### config.mk
export PLATFORM = sky130hd
export DESIGN_NAME = matrix_load_dma
export DESIGN_NICKNAME = d
export VERILOG_FILES = /design/src/rtl/matrix_load_dma.sv
export SDC_FILE = /design/constraint.sdc
export NUM_CORES = 1
export LEC_CHECK = 0
export ABC_AREA = 1
export BUFFER_PORTS_ARGS = -buffer_cell sky130_fd_sc_hd__clkbuf_2
export CAP_MARGIN = 10
export CORE_ASPECT_RATIO = 1.2
export CORE_MARGIN = 10
export CORE_UTILIZATION = 43
export DETAILED_ROUTE_END_ITERATION = 8
export GPL_ROUTABILITY_DRIVEN = 0
export PLACE_DENSITY_LB_ADDON = 0.3
export SLEW_MARGIN = 20
export SYNTH_ARGS = -nofsm -noshare
export SYNTH_HDL_FRONTEND = slang
export SYNTH_SLANG_ARGS = --single-unit
### constraint.sdc
create_clock -name clk -period 8.8 [get_ports clk]
set_input_delay 2.64 -clock clk [delete_from_list [all_inputs] [get_ports clk]]
set_output_delay 2.64 -clock clk [all_outputs]
set_load 0.01 [all_outputs]
### src/rtl/matrix_load_dma.sv
// Bus-master DMA that streams operand matrices A and B from RAM into the matrix
// multiplier's operand FIFO ports, then writes the multiplier's start register.
module matrix_load_dma #(
    parameter int unsigned N       = 2,
    parameter logic [7:0]  A_DST   = 8'h00,
    parameter logic [7:0]  B_DST   = 8'h01,
    parameter logic [7:0]  GO_ADDR = 8'h03,
    parameter logic [31:0] GO_VAL  = 32'h1
) (
    input  logic        clk,
    input  logic        reset_n,
    input  logic        start,
    input  logic [7:0]  a_base,
    input  logic [7:0]  b_base,
    output logic        busy,
    output logic        done,
    output logic        M1_req,
    input  logic        M1_grant,
    output logic        M1_wr,
    output logic [7:0]  M1_address,
    output logic [31:0] M1_dout,
    input  logic [31:0] M_din
);

    localparam int unsigned AW = 8;
    localparam int unsigned DW = 32;
    localparam int unsigned CW = 5;
    localparam logic [CW-1:0] LAST_J = CW'(N - 1);
    localparam logic [CW-1:0] LAST_K = CW'(N * N - 1);

    typedef enum logic [2:0] {IDLE, REQ, RD, LAT, WR, GO, FIN} state_t;

    state_t          state_q, state_d;
    logic [AW-1:0]   a_base_q, a_base_d, b_base_q, b_base_d;
    logic            phase_q, phase_d;
    logic [CW-1:0]   outer_q, outer_d, rep_q, rep_d, inner_q, inner_d;
    logic            all_done_q, all_done_d;
    logic [AW-1:0]   src;
    logic            busy_d, done_d, req_d, wr_d;
    logic [AW-1:0]   addr_d;
    logic [DW-1:0]   dout_d;

    // Next state and loop counters; a transfer only advances on a granted WR,
    // so any grant loss replays the current element from a fresh read.
    always_comb begin
        state_d    = state_q;
        a_base_d   = a_base_q;
        b_base_d   = b_base_q;
        phase_d    = phase_q;
        outer_d    = outer_q;
        rep_d      = rep_q;
        inner_d    = inner_q;
        all_done_d = all_done_q;
        case (state_q)
            IDLE: begin
                if (start) begin
                    a_base_d   = a_base;
                    b_base_d   = b_base;
                    phase_d    = 1'b0;
                    outer_d    = '0;
                    rep_d      = '0;
                    inner_d    = '0;
                    all_done_d = 1'b0;
                    state_d    = REQ;
                end
            end
            REQ: begin
                if (M1_grant) state_d = all_done_q ? GO : RD;
            end
            RD:  state_d = M1_grant ? LAT : REQ;
            LAT: state_d = M1_grant ? WR : REQ;
            WR: begin
                if (!M1_grant) begin
                    state_d = REQ;
                end else if (!phase_q) begin
                    state_d = RD;
                    if (inner_q == LAST_J) begin
                        inner_d = '0;
                        if (rep_q == LAST_J) begin
                            rep_d = '0;
                            if (outer_q == LAST_J) begin
                                outer_d = '0;
                                phase_d = 1'b1;
                            end else begin
                                outer_d = outer_q + CW'(1);
                            end
                        end else begin
                            rep_d = rep_q + CW'(1);
                        end
                    end else begin
                        inner_d = inner_q + CW'(1);
                    end
                end else begin
                    state_d = RD;
                    if (inner_q == LAST_K) begin
                        inner_d = '0;
                        if (rep_q == LAST_J) begin
                            all_done_d = 1'b1;
                            state_d    = GO;
                        end else begin
                            rep_d = rep_q + CW'(1);
                        end
                    end else begin
                        inner_d = inner_q + CW'(1);
                    end
                end
            end
            GO:      state_d = M1_grant ? FIN : REQ;
            FIN:     state_d = IDLE;
            default: state_d = IDLE;
        endcase
    end

    // Source address of the element about to be read, modulo 256.
    always_comb begin
        src = '0;
        if (phase_d) src = b_base_d + AW'(inner_d);
        else         src = a_base_d + AW'(outer_d * N) + AW'(inner_d);
    end

    // Output values for the state being entered; registered below.
    always_comb begin
        busy_d = (state_d != IDLE);
        done_d = (state_d == FIN);
        req_d  = (state_d inside {REQ, RD, LAT, WR, GO});
        wr_d   = 1'b0;
        addr_d = '0;
        dout_d = '0;
        case (state_d)
            RD, LAT: addr_d = src;
            WR: begin
                wr_d   = 1'b1;
                addr_d = phase_d ? B_DST : A_DST;
                dout_d = M_din;
            end
            GO: begin
                wr_d   = 1'b1;
                addr_d = GO_ADDR;
                dout_d = GO_VAL;
            end
            default: ;
        endcase
    end

    always_ff @(posedge clk or negedge reset_n) begin
        if (!reset_n) begin
            state_q    <= IDLE;
            a_base_q   <= '0;
            b_base_q   <= '0;
            phase_q    <= 1'b0;
            outer_q    <= '0;
            rep_q      <= '0;
            inner_q    <= '0;
            all_done_q <= 1'b0;
            busy       <= 1'b0;
            done       <= 1'b0;
            M1_req     <= 1'b0;
            M1_wr      <= 1'b0;
            M1_address <= '0;
            M1_dout    <= '0;
        end else begin
            state_q    <= state_d;
            a_base_q   <= a_base_d;
            b_base_q   <= b_base_d;
            phase_q    <= phase_d;
            outer_q    <= outer_d;
            rep_q      <= rep_d;
            inner_q    <= inner_d;
            all_done_q <= all_done_d;
            busy       <= busy_d;
            done       <= done_d;
            M1_req     <= req_d;
            M1_wr      <= wr_d;
            M1_address <= addr_d;
            M1_dout    <= dout_d;
        end
    end

endmodule

=== Word level (Yosys, flattened, before mapping) ===
Index checks and enable logic that the tools add are counted.

* Bits in registers: 80
* Bits of input ports: 52
* Output and inout port bits: 44
* Logic and storage cells: 105

* $add $sub $neg: 6
* Eq/ne operators: 23
* Mux-type cells: 54
* Reduce and logical (&&, ||, !) cells: 8

{| class="wikitable"
|+ Operator list
! operator !! count
|-
| 2-to-1 mux 5 bit || 18
|-
| one-hot mux 32 bit (2 select lines) || 1
|-
| 2-to-1 mux 8 bit || 5
|-
| one-hot mux 5 bit (2 select lines) || 3
|-
| 2-to-1 mux 3 bit || 9
|-
| one-hot mux 8 bit (3 select lines) || 1
|-
| one-hot mux 3 bit (6 select lines) || 1
|-
| adder 8 x 5 -> 8 bit || 2
|-
| adder 5 x 1 -> 5 bit (second input constant) || 3
|-
| == test 3 bit (second input constant) || 5
|-
| == test 5 x 1 -> 1 bit (second input constant) || 3
|-
| 2-to-1 mux 1 bit || 13
|-
| == test 3 x 2 -> 1 bit (second input constant) || 4
|-
| AND reduction 6 bit || 2
|-
| != test 2 bit (second input constant) || 5
|-
| != test 3 bit (second input constant) || 3
|-
| adder 8 x 6 -> 8 bit || 1
|-
| == test 3 x 1 -> 1 bit (second input constant) || 2
|-
| == test 5 x 2 -> 1 bit (second input constant) || 1
|-
| nonzero test 5 bit || 1
|-
| one-hot mux 1 bit (2 select lines) || 2
|-
| OR reduction 2 bit || 2
|-
| logical NOT 3 bit || 1
|-
| nonzero test 3 bit || 1
|-
| 2 further kinds || 2
|}

=== Depth between registers and ports, before layout ===
* Depth after elaboration: 11
* Gate-level depth with buffers: 24
* Mapped depth without buffers: 24

=== Least setup slack after synthesis ===
Ideal clock, no wire load.

* Kind: input to register
* Start: input port M1_grant
* End: register M1_address[7]
* Setup time: 117 ps
* Arrival: 4957 ps
* Data required time: 8683 ps
* Slack: 3726 ps
* Stages on the path: 16
* Buffers on the path: 1
* Path through: buf_2 nand4_1 inv_1 nand3_1 nand3_1 o21ai_0 fa_1 ha_1 inv_1 fa_1 nor3_1 nor2_1 nand2_1 nand3_1 nand2_1 nor2_1

* Longest elaborated chain between the ends: 6
* Elaborated cells on any way between the ends: 22
* Classes of those cells: add/sub (3); eq/ne (4); mux (14); reduce/logical (1)

{| class="wikitable"
|+ RTL lines
! element !! line !! RTL
|-
| start: declaration || 18 || <nowiki>input logic M1_grant,</nowiki>
|-
| 2-to-1 mux 5 bit || 73 || <nowiki>if (!M1_grant) begin</nowiki>
|-
| one-hot mux 5 bit (2 select lines) || 54 || <nowiki>case (state_q)</nowiki>
|-
| net outer_d[0] || 36 || <nowiki>logic [CW-1:0] outer_q, outer_d, rep_q, rep_d, inner_q, inner_d;</nowiki>
|-
| adder 8 x 6 -> 8 bit || 118 || <nowiki>else src = a_base_d + AW'(outer_d * N) + AW'(inner_d);</nowiki>
|-
| adder 8 x 5 -> 8 bit || 118 ||
|-
| 2-to-1 mux 8 bit || 117 || <nowiki>if (phase_d) src = b_base_d + AW'(inner_d);</nowiki>
|-
| one-hot mux 8 bit (3 select lines) || 129 || <nowiki>case (state_d)</nowiki>
|-
| net addr_d[7] || 40 || <nowiki>logic [AW-1:0] addr_d;</nowiki>
|-
| end signal: assignment || 174 || <nowiki>M1_address <= addr_d;</nowiki>
|-
| end: declaration || 20 || <nowiki>output logic [7:0] M1_address,</nowiki>
|}

The timed path passes the listed nets, and every way through them passes these cells.
A chain may end at the register's enable or synchronous reset.

=== Final worst setup path ===
* Start: input port start
* End: register M1_address[7]

* Longest elaborated chain between the ends: 6
* Elaborated cells on any way between the ends: 22
* Classes of those cells: add/sub (3); eq/ne (4); mux (14); reduce/logical (1)

{| class="wikitable"
|+ RTL lines
! element !! line !! RTL
|-
| start: declaration || 12 || <nowiki>input logic start,</nowiki>
|-
| 2-to-1 mux 5 bit / 2-to-1 mux 8 bit (equally long branches) || 56 || <nowiki>if (start) begin</nowiki>
|-
| one-hot mux 5 bit (2 select lines) / 2-to-1 mux 8 bit (equally long branches) || 54 ||
|-
| adder 8 x 6 -> 8 bit || 118 ||
|-
| adder 8 x 5 -> 8 bit || 118 ||
|-
| 2-to-1 mux 8 bit || 117 ||
|-
| one-hot mux 8 bit (3 select lines) (*) || 129 ||
|-
| net addr_d[7] || 40 ||
|}

Mark *: on every way through the listed nets, which the timed path passes. The rest lies on a longest branch.

==> metrics.md <==
| Metric | Value |
|---|---|
| Core Area | `9520 um^2` |
| First-pass DRT Iterations | `5` |
| CTS H-tree lvls | `3` |
| Placed wire-length estimate | `around 8.0 mm` |
| Endpoints failing setup | `0` |
| Overall power | `between 1 and 1.5 mW` |
| Final WS setup | `around 3500 ps` |
| Post-layout util | `approximately 53%` |
| Clk_lat worst skew | `340 ps` |
| Clock transition at path regs | `60 ps` |
| Hold path depth | `2` |
| Rel. slew slack | `41.6%` |
| Hold Slack | `~500 ps` |
| Placed Cells | `between 700 and 800` |
| Synth Flop Type | `dfrtp_1` |
| Flop-to-flop setup slack | `5280 ps` |
| Setup CP Type | `primary input to flop` |
| CP Cell Sequence | `clkbuf_2, nand3_2, inv_1, o21ai_0, fa_1, fa_1, nor3_1, nor2_1, nand2_1, nand3_1, nand2_1, nor2_1` |
| Crit path max fanout | `18` |
| Largest net degree at the start of global routing | `just over 80` |
| DRC | `0` |
| I/O Buffers | `95` |
| Setup_tns | `0 ps` |
| Synthesized net count | `599` |
| RSZ-0062 raised after global routing | `no` |
| Post-Synthesis Cells | `approximately 520` |
| Number of global-route vias before repair | `3643` |
| Crit end category | `flop` |
| FILL cells | `904` |
| Commonest non-fill, non-tap cell in the layout | `nand2_1` |
| Synth Warn # | `0` |
| Vias per inst | `around 4.7` |
| CP Depth | `12` |
| Gr usage total | `15.3%` |
| Async set-reset flop share out of synthesis | `100%` |
| DRT antenna net count | `0` |
| Worst-margin pin slew | `875 ps` |
| Full die area | `14100 um^2` |
| Fin. Hold Viols | `0` |
| WP data required | `around 9000 ps` |
| Post-CTS Hold Fix Bufs | `0` |
| Crit start category | `primary input` |
| WP buf/inv | `2` |
| Final Skew | `about 6.7 ps` |
| Routed Wire Length | `10.2 mm` |
| Max-cap check violation count | `0` |
| Area after DPL | `4770 um^2` |
| Crit path max-delay family | `adder cells` |
| Number of synthesized flops with an enable pin | `0` |
| Pwr Density | `272 nW/um^2` |
| Chip height | `128 um` |
| Post-CTS sizing | `0` |
| Num rows | `39` |
| Fraction of layout cells with a size suffix above 1 | `20.0%` |
| Hold path endpoint | `a_base_q[5]` |
| HP Start | `a_base_q[5]` |
| Leakage dissipation | `2.96 nW` |
| Most frequent cells in the layout | `nand2_1, inv_1, clkbuf_2` |
| Post-CTS setup buffers | `0` |
| Mean Syn Cell Area | `7.99 um^2` |
| CTS Sinks | `80` |
| Initial antenna violation count | `0` |
| Synthesized cell area | `4170 um^2` |
| Final period util | `approximately three fifths` |
| First-pass GRT wire length | `between 15 and 20 mm` |
| Die Wd | `110 um` |
| Worst EP arrival | `~5600 ps` |
| VDD IR-drop max | `0.000187 V` |
| Gr ovfl total | `0` |
| Max Buffers Root-to-Sink | `2` |
| CP max stage delay | `570 ps` |
| CTS buffer count | `9` |
| CTS tree | `yes` |
| Final non-filler cell total | `748` |
| Post-Place Worst Slack | `between 3000 and 4000 ps` |
| Root buf cell | `clkbuf_16` |
| FMAX | `approximately 190 MHz` |
| Number of library cell types mapped by synthesis | `30` |
| Status | `finished clean` |
| Initial DRC Count | `164` |
| Ant diodes | `0` |
| Reg2Reg Launch Point | `state_q[0]` |
| Min Tclk post-route | `5320 ps` |
| Nets | `698` |
| Synthesis-to-layout area growth | `21.9%` |
| Per-cell routed wire length | `~14 um` |
| FF+latch count, synth | `80` |
| Max stage delay cell, worst path | `fa_1` |
| End of the worst register-to-register path | `M1_address[7]` |
| Seq/Total Area, Yosys | `48.0%` |
| I/O Pins | `96` |
| HP Class | `flop to flop` |
| Slew Limit Fails | `0` |
| Total number of vias | `approximately 3500` |
| Effective utilization at floorplan | `43.8%` |
| R2R cell count | `12` |
| Fin area | `5080 um^2` |
==> worst reg2reg max path, cell delays in order (launching register included) <==
cell,delay (ps)
dfrtp_1,460
nor2_4,200
nand3_2,350
inv_1,500
o21ai_0,260
fa_1,570
fa_1,500
nor3_1,250
nor2_1,80
nand2_1,60
nand3_1,70
nand2_1,70
nor2_1,40
==> power breakdown <==
part	total [mW]	internal (mW)	switching [mW]	leakage (nW)
Clock	0.390	0.246	0.145	0.147
Sequential	0.480	0.444	0.0361	1.07
Combinational	0.511	0.170	0.341	1.74
Total	1.38	0.860	0.522	2.96
==> area by class of cell <==
cell class | instances | area [um^2] | area share [%]
clock buffers | 9 | 225 | 4.43
multi-input cells | 335 | 1760 | 34.6
flip-flops and latches | 80 | 2000 | 39.4
inverters | 100 | 375 | 7.38
repair buffers | 95 | 482 | 9.48
clock inverters | 6 | 85.1 | 1.67
well taps | 123 | 154 | 3.03
==> kinds of logic (layout without fill, tap and decap cells) <==
group | Yosys count | after routing | synth area share [%]
xor+xnor | 13 | 13 | 2.73
flops | 80 | 80 | 48.0
buf+inv | 107 | 210 | 9.78
fa+ha+maj | 25 | 25 | 8.58
compound gates | 52 | 52 | 6.57
simple gates | 245 | 245 | 24.3
==> flip-flops by register name (all words and copies together), names as in the netlist <==
name        flops
M1_dout        32
M1_address      8
a_base_q        8
b_base_q        8
inner_q         5
outer_q         5
rep_q           5
state_q         3
M1_req          1
M1_wr           1
all_done_q      1
busy            1
done            1
phase_q         1
==> synthesized netlist by cell type, types with 5 or more instances <==
| cell type | n | area, um^2 |
|---|---|---|
| nand2_1 | 133 | 499 |
| inv_1 | 96 | 360 |
| dfrtp_1 | 80 | 2000 |
| nor2_1 | 61 | 229 |
| nand3_1 | 30 | 150 |
| o21ai_0 | 28 | 140 |
| ha_1 | 19 | 238 |
| a21oi_1 | 14 | 70.1 |
| xor2_1 | 8 | 70.1 |
| fa_1 | 6 | 120 |
| nand2_2 | 5 | 31.3 |
| xnor2_1 | 5 | 43.8 |
==> worst max-delay path by stage <==
| stage | from | end | slack [ps] |
|---|---|---|---|
| 5_1_grt | start | M1_address[7] | 3130 |
| 3_3_place_gp | start | M1_address[4] | 3140 |
| 6_report | start | M1_address[7] | 3480 |
| 2_1_floorplan | M1_grant | M1_address[7] | 3730 |
| 3_5_place_dp | start | M1_address[7] | 3100 |
| 4_1_cts | start | M1_address[7] | 3470 |
==> per-layer routing <==
metal  vias to the layer above  share of wire (%)  track usage, %
met5                         -                  0               0
met4                         0                2.3            6.75
met3                        15                7.1            5.58
met2                        92                 52            26.0
met1                      1649                 39            16.6
li1                       1791                  -               -
Note: power is estimated with default switching activity, not from simulation.
